<file path="src/rtl/muldiv_seq.sv">
// Multi-cycle multiply/divide sequencer driving the shared 32-bit ALU.
// Shift-add multiply and restoring divide over 32 iterations, with a sign-fix cycle.
module muldiv_seq (
  input  logic        clk,
  input  logic        reset,
  input  logic        start,
  input  logic [1:0]  op,
  input  logic [31:0] opA,
  input  logic [31:0] opB,
  output logic        busy,
  output logic        done,
  output logic        div_by_zero,
  output logic [31:0] hi,
  output logic [31:0] lo,
  output logic [31:0] alu_inA,
  output logic [31:0] alu_inB,
  output logic [5:0]  alu_fun,
  output logic        alu_sign,
  input  logic [31:0] alu_result
);

  localparam int unsigned W  = 32;
  localparam int unsigned CW = 5;

  typedef enum logic [1:0] {IDLE, RUN, FIX} state_t;

  state_t          state;
  logic [CW-1:0]   cnt;
  logic [1:0]      op_r;
  logic            sign_a;
  logic            sign_b;
  logic            dz;
  logic [W-1:0]    acc;   // P_hi for multiply, remainder R for divide
  logic [W-1:0]    low;   // P_lo for multiply, quotient Q for divide
  logic [W-1:0]    mreg;  // multiplicand M or divisor D

  logic            is_mul;
  logic [W-1:0]    abs_a;
  logic [W-1:0]    abs_b;
  logic [W-1:0]    rs;
  logic            geq;
  logic            carry;
  logic [2*W-1:0]  prod_neg;

  assign is_mul   = ~op_r[1];
  assign abs_a    = (op[0] & opA[W-1]) ? W'(-opA) : opA;
  assign abs_b    = (op[0] & opB[W-1]) ? W'(-opB) : opB;
  assign rs       = {acc[W-2:0], low[W-1]};
  assign geq      = acc[W-1] | (rs >= mreg);
  // Carry out of P_hi + M recovered from operand and result MSBs
  assign carry    = (acc[W-1] & mreg[W-1]) | ((acc[W-1] | mreg[W-1]) & ~alu_result[W-1]);
  assign prod_neg = (2*W)'(-{acc, low});

  // ALU is only driven while iterating
  assign alu_inA  = (state == RUN) ? (is_mul ? acc : rs) : '0;
  assign alu_inB  = (state == RUN) ? mreg : '0;
  assign alu_fun  = (state == RUN && !is_mul) ? 6'b000001 : 6'b000000;
  assign alu_sign = 1'b0;

  always_ff @(posedge clk or posedge reset) begin
    if (reset) begin
      state       <= IDLE;
      cnt         <= '0;
      op_r        <= '0;
      sign_a      <= 1'b0;
      sign_b      <= 1'b0;
      dz          <= 1'b0;
      acc         <= '0;
      low         <= '0;
      mreg        <= '0;
      busy        <= 1'b0;
      done        <= 1'b0;
      div_by_zero <= 1'b0;
      hi          <= '0;
      lo          <= '0;
    end else begin
      done <= 1'b0;
      case (state)
        IDLE: begin
          if (start) begin
            op_r        <= op;
            sign_a      <= op[0] & opA[W-1];
            sign_b      <= op[0] & opB[W-1];
            cnt         <= CW'(W - 1);
            div_by_zero <= 1'b0;
            busy        <= 1'b1;
            if (op[1] && opB == '0) begin
              // Zero divisor: keep original dividend for hi, skip iteration
              dz    <= 1'b1;
              acc   <= opA;
              low   <= '0;
              mreg  <= '0;
              state <= FIX;
            end else begin
              dz    <= 1'b0;
              acc   <= '0;
              low   <= op[1] ? abs_a : abs_b;
              mreg  <= op[1] ? abs_b : abs_a;
              state <= RUN;
            end
          end
        end
        RUN: begin
          if (is_mul) begin
            if (low[0]) begin
              acc <= {carry, alu_result[W-1:1]};
              low <= {alu_result[0], low[W-1:1]};
            end else begin
              acc <= {1'b0, acc[W-1:1]};
              low <= {acc[0], low[W-1:1]};
            end
          end else begin
            acc <= geq ? alu_result : rs;
            low <= {low[W-2:0], geq};
          end
          if (cnt == '0) begin
            state <= FIX;
          end else begin
            cnt <= cnt - CW'(1);
          end
        end
        FIX: begin
          state <= IDLE;
          busy  <= 1'b0;
          done  <= 1'b1;
          if (dz) begin
            div_by_zero <= 1'b1;
            hi          <= acc;
            lo          <= '1;
          end else if (is_mul) begin
            {hi, lo} <= (sign_a ^ sign_b) ? prod_neg : {acc, low};
          end else begin
            lo <= (sign_a ^ sign_b) ? W'(-low) : low;
            hi <= sign_a ? W'(-acc) : acc;
          end
        end
        default: state <= IDLE;
      endcase
    end
  end

endmodule

</file>
<file path="config.mk">
export PLATFORM = sky130hd
export DESIGN_NAME = muldiv_seq
export DESIGN_NICKNAME = d
export VERILOG_FILES = /design/src/rtl/muldiv_seq.sv
export SDC_FILE = /design/constraint.sdc
export NUM_CORES = 1
export LEC_CHECK = 0
export CORE_ASPECT_RATIO = 1.2
export CORE_MARGIN = 8
export CORE_UTILIZATION = 35
export CTS_CLUSTER_DIAMETER = 40
export DETAILED_ROUTE_END_ITERATION = 10
export SETUP_SLACK_MARGIN = 0.05
export SLEW_MARGIN = 20
export SYNTH_ARGS = -nofsm -noshare
export SYNTH_HDL_FRONTEND = slang
export SYNTH_SLANG_ARGS = --single-unit
</file>
<file path="constraint.sdc">
create_clock -name clk -period 6.4 [get_ports clk]
set_input_delay 1.92 -clock clk [delete_from_list [all_inputs] [get_ports clk]]
set_output_delay 1.92 -clock clk [all_outputs]
set_load 0.005 [all_outputs]
</file>
## Word-level counts from Yosys, hierarchy flattened

Index checks and enable logic that the tools add are counted.

- Word-level logic and storage cells: 90
- Bits in registers: 175

- Mux-type cells: 41
- Add/sub/neg operators: 6
- Bitwise logic cells: 9
- Reduce and logical (&&, ||, !) cells: 13
- Eq/ne operators: 6
- Order comparisons: 1

Operator list:

| operator | count |
|---|---|
| 32-bit 2-to-1 mux | 23 |
| 32-bit negator | 4 |
| 32-bit one-hot mux with 2 select lines | 2 |
| 64-bit 2-to-1 mux | 1 |
| 64-bit negator | 1 |
| 32-bit >= comparator | 1 |
| 32-bit logical NOT | 1 |
| 5-bit 2-to-1 mux | 2 |
| 5-bit one-hot mux with 2 select lines | 1 |
| 2-bit AND reduction | 4 |
| 1-bit 2-to-1 mux | 6 |
| 2-bit 2-to-1 mux | 3 |
| 2-bit != test, second input constant | 3 |
| 3-bit AND reduction | 2 |
| 5-bit logical NOT | 1 |
| 5-bit by 1-bit subtractor with 5-bit output, second input constant | 1 |
| 1-bit AND | 4 |
| 1-bit one-hot mux with 2 select lines | 2 |
| 2-bit one-hot mux with 2 select lines | 1 |
| 2-bit nonzero test | 2 |
| 1-bit bitwise OR | 3 |
| 2-bit by 1-bit equality test with 1-bit output, second input constant | 1 |
| 2-bit equality test, second input constant | 1 |
| 1-bit logical AND | 2 |
| 4 further kinds | 4 |

## Depth between registers and ports, before layout

Gate-level depths: netlist of run 1.

- Word-level depth: 6
- Mapped depth: 11
- Mapped depth without buffers: 9

## Worst setup path after synthesis of run 1

Ideal clock, no wire load.

- Path kind: input to register
- Start: input opB[0]
- End: register low[8]
- Data required time: 6264 ps
- Setup slack: 2092 ps
- Data arrival time: 4172 ps
- Cell stages on the path: 10
- Path buffers: 1
- Cells stage by stage: inv_1 > ha_1 > or4b_2 > nor4_1 > nand3_1 > nor2_1 > buf_2 > nor2_1 > a221oi_1 > a21oi_1

- Cells in the longest elaborated chain, start to end: 6
- Elaborated cells on any way between the ends: 8

RTL lines:

| what | RTL line | source |
|---|---|---|
| start, declared | 9 | `input logic [31:0] opB,` |
| 32-bit negator | 47 | `assign abs_b = (op[0] & opB[W-1]) ? W'(-opB) : opB;` |
| 32-bit 2-to-1 mux | 47 |  |
| 32-bit 2-to-1 mux | 97 | `low <= op[1] ? abs_a : abs_b;` |
| 32-bit 2-to-1 mux (*) | 87 | `if (op[1] && opB == '0) begin` |
| 32-bit 2-to-1 mux (*) | 80 | `if (start) begin` |
| 32-bit one-hot mux with 2 select lines (*) | 78 | `case (state)` |
| end signal, assigned | 97 |  |
| end signal, assigned | 107 | `low <= {alu_result[0], low[W-1:1]};` |
| end signal, assigned | 110 | `low <= {acc[0], low[W-1:1]};` |
| end, declared | 34 | `logic [W-1:0] low;` |

Every way passes the cells marked *; elsewhere a longest branch is shown, timed or not. The select of a mux whose other input is x is not followed.
A chain may end at the register's enable or synchronous reset.

## Worst setup path in the final report of run 1

- Start: register op_r[1]
- End: output alu_fun[0]

- Cells in the longest elaborated chain, start to end: 2

RTL lines:

| what | RTL line | source |
|---|---|---|
| start, declared | 29 | `logic [1:0] op_r;` |
| start signal, assigned | 81 | `op_r <= op;` |
| 1-bit logical AND | 57 | `assign alu_fun = (state == RUN && !is_mul) ? 6'b000001 : 6'b000000;` |
| 1-bit 2-to-1 mux | 57 |  |
| end, declared | 17 | `output logic [5:0] alu_fun,` |

No other way between the ends.

==> results_dict.tcl, run 1 <==
set metrics [dict create \
    static-leakage-power_nw 6.54 \
    clock_period_minus_worst_slack_ns 5.04 \
    dieArea_mm2 0.0439 \
    drc 0 \
    fin_worst_hold_slack_ns 0.477 \
    synth.avg_cell_area_um2 8.29 \
    layout-drive-gt1-share 0.0658 \
    powerDensity_mw_per_mm2 487 \
    post_synth_instance_area_mm2 0.0131 \
    detail_route.wl_per_cell_um 24.9 \
    ctsHtreeMaxLevel 4 \
    worstHoldPathCells 2 \
    postSynthRegisterBits 174 \
    async_flop_share 1.00 \
    die-height_um 228 \
    final-max-slew-violation-count 0 \
    hold_path.startpoint "hi[8]" \
    capturing_point_of_the_worst_reg2reg_path "acc[5]" \
    cts-root-buf "clkbuf_16" \
    grt_pass1_vias 13100 \
    clock-sinks 174 \
    finish_stage_setup_viols 0 \
    worstPathRequired_ns 4.48 \
    post-cts-setup-buffer-count 0 \
    grt.total_usage 0.245 \
    worst_setup_path_startpoint "op_r[1]" \
    finalCoreUtilization 0.443 \
    global_route_wire_length_before_repair_um 82000 \
    max_ir_drop_vdd_v 0.000215 \
    syn2layout_area_growth_pct 24.6 \
    drt_iter0_drc 1094 \
    cts_tree "done" \
    m1WireLength_um 22700 \
    timing.setup.critical_path_class "register to primary output" \
    design.final.nets 1858 \
    sequentialPowerShare 0.296 \
    route.top_layer_used "met5" \
    detailroute.wirelength.met2_um 26500 \
    antenna_found_initial 1 \
    numPortBuffers 232 \
    io_pins 239 \
    power_report.internal_total_mw 4.27 \
    r2r_setup_slack_ns 2.44 \
    row_cnt 77 \
    syn_inst 1582 \
    finalHoldViolations 0 \
    route.antenna.remaining_nets 0 \
    drt-vias-per-instance 5.91 \
    cap_viol_max_count 0 \
    worstHoldPathType "register to register" \
    gp_congestion 0.936 \
    edff_count_synth 0 \
    post_synth_num_cell_types 67 \
    ys_dominant_reg_cell "dfrtp_1" \
    clock_slew_at_the_register_clock_pins_of_the_worst_setup_and_hold_paths_ns 0.07 \
    clock-skew-final_ns 0.0105 \
    core_area_mm2 0.0369 \
    outcome "finished, final reports clean" \
    die_width_um 193 \
    grt_overflow_total 0 \
    postCtsHoldBufs 0 \
    grt_max_degree 175 \
    worst_slew_margin_relative_to_its_limit 0.220 \
    worstRegToRegCells 10 \
    max_slew.worst_pin.slew_ns 1.15 \
    achievable-frequency_mhz 198 \
    setup_repair_after_global_routing_missed_its_margin "no" \
    layout_common_cells "clkdlybuf4s50_1 (231), nor2_1 (180), dfrtp_1 (173), o21ai_0 (136), nand2_1 (134)" \
    wirelength_um 54900 \
    post-dp-hpwl_um 41600 \
    cp.arrival_ns 3.12 \
    worstReg2RegStart "low[31]" \
    final_common_cell "clkdlybuf4s50_1" \
    drt_pre_antenna_iters 8 \
    setup.worst_path.start_class "register" \
    power.combinational.fraction 0.558 \
    synth_sequential_area_ratio 0.332 \
    routed_wl_met3_um 2940 \
    cts_inserted_buffers 17 \
    fin_setup_tns_ns 0 \
    clockPowerShare 0.145 \
    routed-via-count 13000 \
    sw_frac_of_total 0.462 \
    maximum_fanout_count_along_the_critical_path 41 \
    synth_warnings 0 \
    p_switching_mw 3.67 \
    timing.final.crit_share 0.788 \
    worst_hold_path.endpoint "hi[8]" \
    clock_insertion_delay_worst_skew_ns 0.46 \
    post_cts_resized 0 \
    cts.path.max_buffers 2 \
    crit_end_element "primary output" \
    initial_utilization 0.355 \
]
-- state kept, by name, summed over array words and instances, names as in the netlist, 2 cells and up --
register,count
acc,32
mreg,32
low,32
cnt,5
state,2
lo,32
hi,32
-- kinds of logic after synthesis --
group	synth area share
fa+ha+maj	0.0370
compound gates	0.214
simple gates	0.172
flops	0.332
other cells	0.000286
buf+inv	0.0577
xor+xnor	0.0822
mux	0.104
-- power groups by stage --
| stage | Clock [mW] | Sequential, mW | Combinational [mW] |
|---|---|---|---|
| 2_1_floorplan | 0 | 1.76 | 3.11 |
| 3_3_place_gp | 0 | 2.34 | 4.37 |
| 3_5_place_dp | 0 | 2.34 | 4.43 |
| 4_1_cts | 1.17 | 2.32 | 4.45 |
| 5_1_grt | 1.21 | 2.40 | 4.86 |
| 6_report | 1.16 | 2.35 | 4.44 |
-- per-stage QoR --
step	total power, mW	area [um2]	setup slack, ns	cells
after floorplan	4.87	13100	2.09	1587
after detailed placement	6.77	15700	1.09	2173
after global routing	8.47	16300	1.24	2206
after global placement	6.71	15700	1.14	2173
final	7.95	16300	1.36	2207
after CTS	7.94	16300	1.38	2205
-- cells in the mapped netlist (27+ instances only) --
library cell / number / area, um2
ha_1: 38 / 475
a21oi_1: 101 / 505
o21ai_0: 136 / 681
xnor2_1: 65 / 569
nand2_1: 134 / 503
a222oi_1: 30 / 300
mux2i_1: 97 / 971
clkbuf_1: 114 / 428
inv_1: 51 / 191
mux2_2: 35 / 394
nor2_1: 185 / 694
xor2_1: 58 / 508
o31ai_1: 27 / 203
a31oi_1: 29 / 181
nor3_1: 34 / 170
dfrtp_1: 174 / 4350
-- metal layers --
metal / vias to the layer above / track usage
li1: 5993 / -
met1: 6387 / 0.308
met2: 535 / 0.402
met3: 122 / 0.0295
met4: 2 / 0.131
met5: - / 0
-- area by class of cell --
type                    count  area, um2
well taps                 474        593
clock inverters            11        164
fillers                  3712      20600
repair buffers            253       2510
multi-input cells        1220       8040
flip-flops and latches    174       4360
diodes                      1       2.50
inverters                  53        203
clock buffers              21        460
-- worst max-delay path by stage --
| stage | depth (start not counted) | slack (ns) | to |
|---|---|---|---|
| after floorplan | 10 | 2.09 | low[8] |
| after global placement | 8 | 1.14 | low[27] |
| after detailed placement | 10 | 1.09 | acc[2] |
| after CTS | 3 | 1.38 | alu_fun[0] |
| after global routing | 10 | 1.24 | acc[15] |
| final | 3 | 1.36 | alu_fun[0] |
-- critical path, stage by stage (launching register included) --
cell	delay (ns)
dfrtp_4	0.85
nand2_1	0.82
inv_1	0.40
clkdlybuf4s50_1	0.57
No activity file was read; power rests on OpenSTA's default activity.
==> run 2: changes to the inputs <==
- clock period: 6.4 -> 4.6 ns (I/O delays scaled with it)
==> results_dict.tcl, run 2 (synthesis gave the netlist of run 1 again) <==
set metrics [dict create \
    drt-vias-per-instance 5.92 \
    hold_path.startpoint "hi[30]" \
    grt.total_usage 0.243 \
    row_cnt 77 \
    die-height_um 228 \
    wirelength_um 54700 \
    clock_slew_at_the_register_clock_pins_of_the_worst_setup_and_hold_paths_ns 0.07 \
    max_ir_drop_vdd_v 0.000285 \
    detail_route.wl_per_cell_um 24.5 \
    layout-drive-gt1-share 0.0823 \
    grt_pass1_vias 13300 \
    post-dp-hpwl_um 41800 \
    cts-root-buf "clkbuf_16" \
    clock_period_minus_worst_slack_ns 4.01 \
    final-max-slew-violation-count 0 \
    worstReg2RegStart "low[9]" \
    drt_pre_antenna_iters 8 \
    cp.arrival_ns 4.34 \
    worst_hold_path.endpoint "hi[30]" \
    grt_max_degree 81 \
    clock_insertion_delay_worst_skew_ns 0.46 \
    drc 0 \
    die_width_um 193 \
    worst_slew_margin_relative_to_its_limit 0.351 \
    design.final.nets 1888 \
    post-cts-setup-buffer-count 0 \
    worstPathRequired_ns 4.93 \
    powerDensity_mw_per_mm2 662 \
    max_slew.worst_pin.slew_ns 0.973 \
    antenna_found_initial 1 \
    finalHoldViolations 0 \
    finalCoreUtilization 0.447 \
    numPortBuffers 232 \
    fillerInstances 3647 \
    outcome "finished, final reports clean" \
    timing.setup.critical_path_class "input pin to register" \
    clock-sinks 174 \
    clock-skew-final_ns 0.0104 \
    timing.final.crit_share 0.871 \
    route.antenna.remaining_nets 0 \
    core_area_mm2 0.0369 \
    routed-via-count 13200 \
    cts_inserted_buffers 17 \
    drt_iter0_drc 1291 \
    fin_setup_tns_ns 0 \
    grt_util_met1 0.296 \
    dieArea_mm2 0.0439 \
    layout_common_cells "clkdlybuf4s50_1 (231), nor2_1 (180), dfrtp_1 (173), o21ai_0 (136), nand2_1 (134)" \
    capturing_point_of_the_worst_reg2reg_path "hi[19]" \
    syn2layout_area_growth_pct 25.7 \
    grt_most_used_layer "met2" \
    maximum_fanout_count_along_the_critical_path 5 \
    gp_congestion 0.948 \
    grt_overflow_total 0 \
    initial_utilization 0.355 \
    worstRegToRegCells 7 \
    setup.worst_path.start_class "input pin" \
    post_cts_resized 0 \
    io_pins 239 \
    postCtsHoldBufs 0 \
    final_common_cell "clkdlybuf4s50_1" \
    worstHoldPathCells 2 \
    worstHoldPathType "register to register" \
    cts.path.max_buffers 2 \
    ctsHtreeMaxLevel 4 \
    global_route_wire_length_before_repair_um 81600 \
    r2r_setup_slack_ns 0.94 \
    cts_tree "done" \
    crit_end_element "register" \
    grtUsageMet2 0.399 \
    cap_viol_max_count 0 \
    met3_global_route_usage 0.0432 \
    setup_repair_after_global_routing_missed_its_margin "no" \
    static-leakage-power_nw 6.65 \
    finish_stage_setup_viols 0 \
    achievable-frequency_mhz 250 \
]
run 2: changes by cell type in the layout (fill, tap and decap cells not counted), sizes merged:
cell,previous run,this run
clkbuf,21,19
bufinv,4,0
inv,50,52
buf,22,52
clkinvlp,3,4
clkinv,7,10
run 2: power by group:
part           internal (mW)  leakage, nW  total [mW]  switching, mW
clock                  0.705        0.259        1.38          0.675
sequential              2.07         2.22        3.27           1.20
combinational           2.99         4.17        6.26           3.27
total                   5.77         6.65        10.9           5.15
run 2: worst max-delay path, cell delays in order:
cell             delay (ns)
clkdlybuf4s50_1        0.43
inv_1                  0.06
ha_1                   0.20
or4b_2                 0.69
or4_1                  0.67
o41ai_1                0.42
xor2_1                 0.21
a21oi_1                0.08
o21ai_0                0.09
o21ai_0                0.11
run 2: worst max path at each step:
| stage | slack, ns | start | to |
|---|---|---|---|
| 4_1_cts | 0.60 | op_r[1] | alu_fun[0] |
| 2_1_floorplan | 0.83 | opB[0] | low[8] |
| 5_1_grt | 0.42 | opB[1] | mreg[24] |
| 3_5_place_dp | 0.16 | opB[1] | low[18] |
| 3_3_place_gp | 0.16 | opB[0] | mreg[24] |
| 6_report | 0.59 | opB[1] | mreg[24] |
run 2: cell type report:
| cell class | count | area (um2) | share of cell area |
|---|---|---|---|
| diodes | 1 | 2.50 | 0.000152 |
| repair buffers | 283 | 2750 | 0.167 |
| well taps | 474 | 593 | 0.0360 |
| clock buffers | 19 | 443 | 0.0269 |
| flip-flops and latches | 174 | 4360 | 0.264 |
| inverters | 53 | 203 | 0.0123 |
| multi-input cells | 1220 | 8040 | 0.488 |
| clock inverters | 13 | 91.3 | 0.00554 |
run 2: per-stage QoR:
step | hold WS [ns] | setup WS [ns] | power (mW) | instances | area [um2]
4_1_cts | 0.486 | 0.598 | 10.9 | 2236 | 16500
2_1_floorplan | 0.450 | 0.832 | 6.78 | 1587 | 13100
5_1_grt | 0.505 | 0.417 | 11.6 | 2237 | 16500
3_3_place_gp | 0.467 | 0.159 | 9.39 | 2204 | 15900
3_5_place_dp | 0.470 | 0.162 | 9.48 | 2204 | 15900
6_report | 0.479 | 0.592 | 10.9 | 2237 | 16500
run 2: per-layer routing:
| layer | wire (um) | part of all wire |
|---|---|---|
| met1 | 21800 | 0.40 |
| met5 | 0 | 0 |
| met3 | 3710 | 0.068 |
| met4 | 2800 | 0.051 |
| met2 | 26500 | 0.48 |
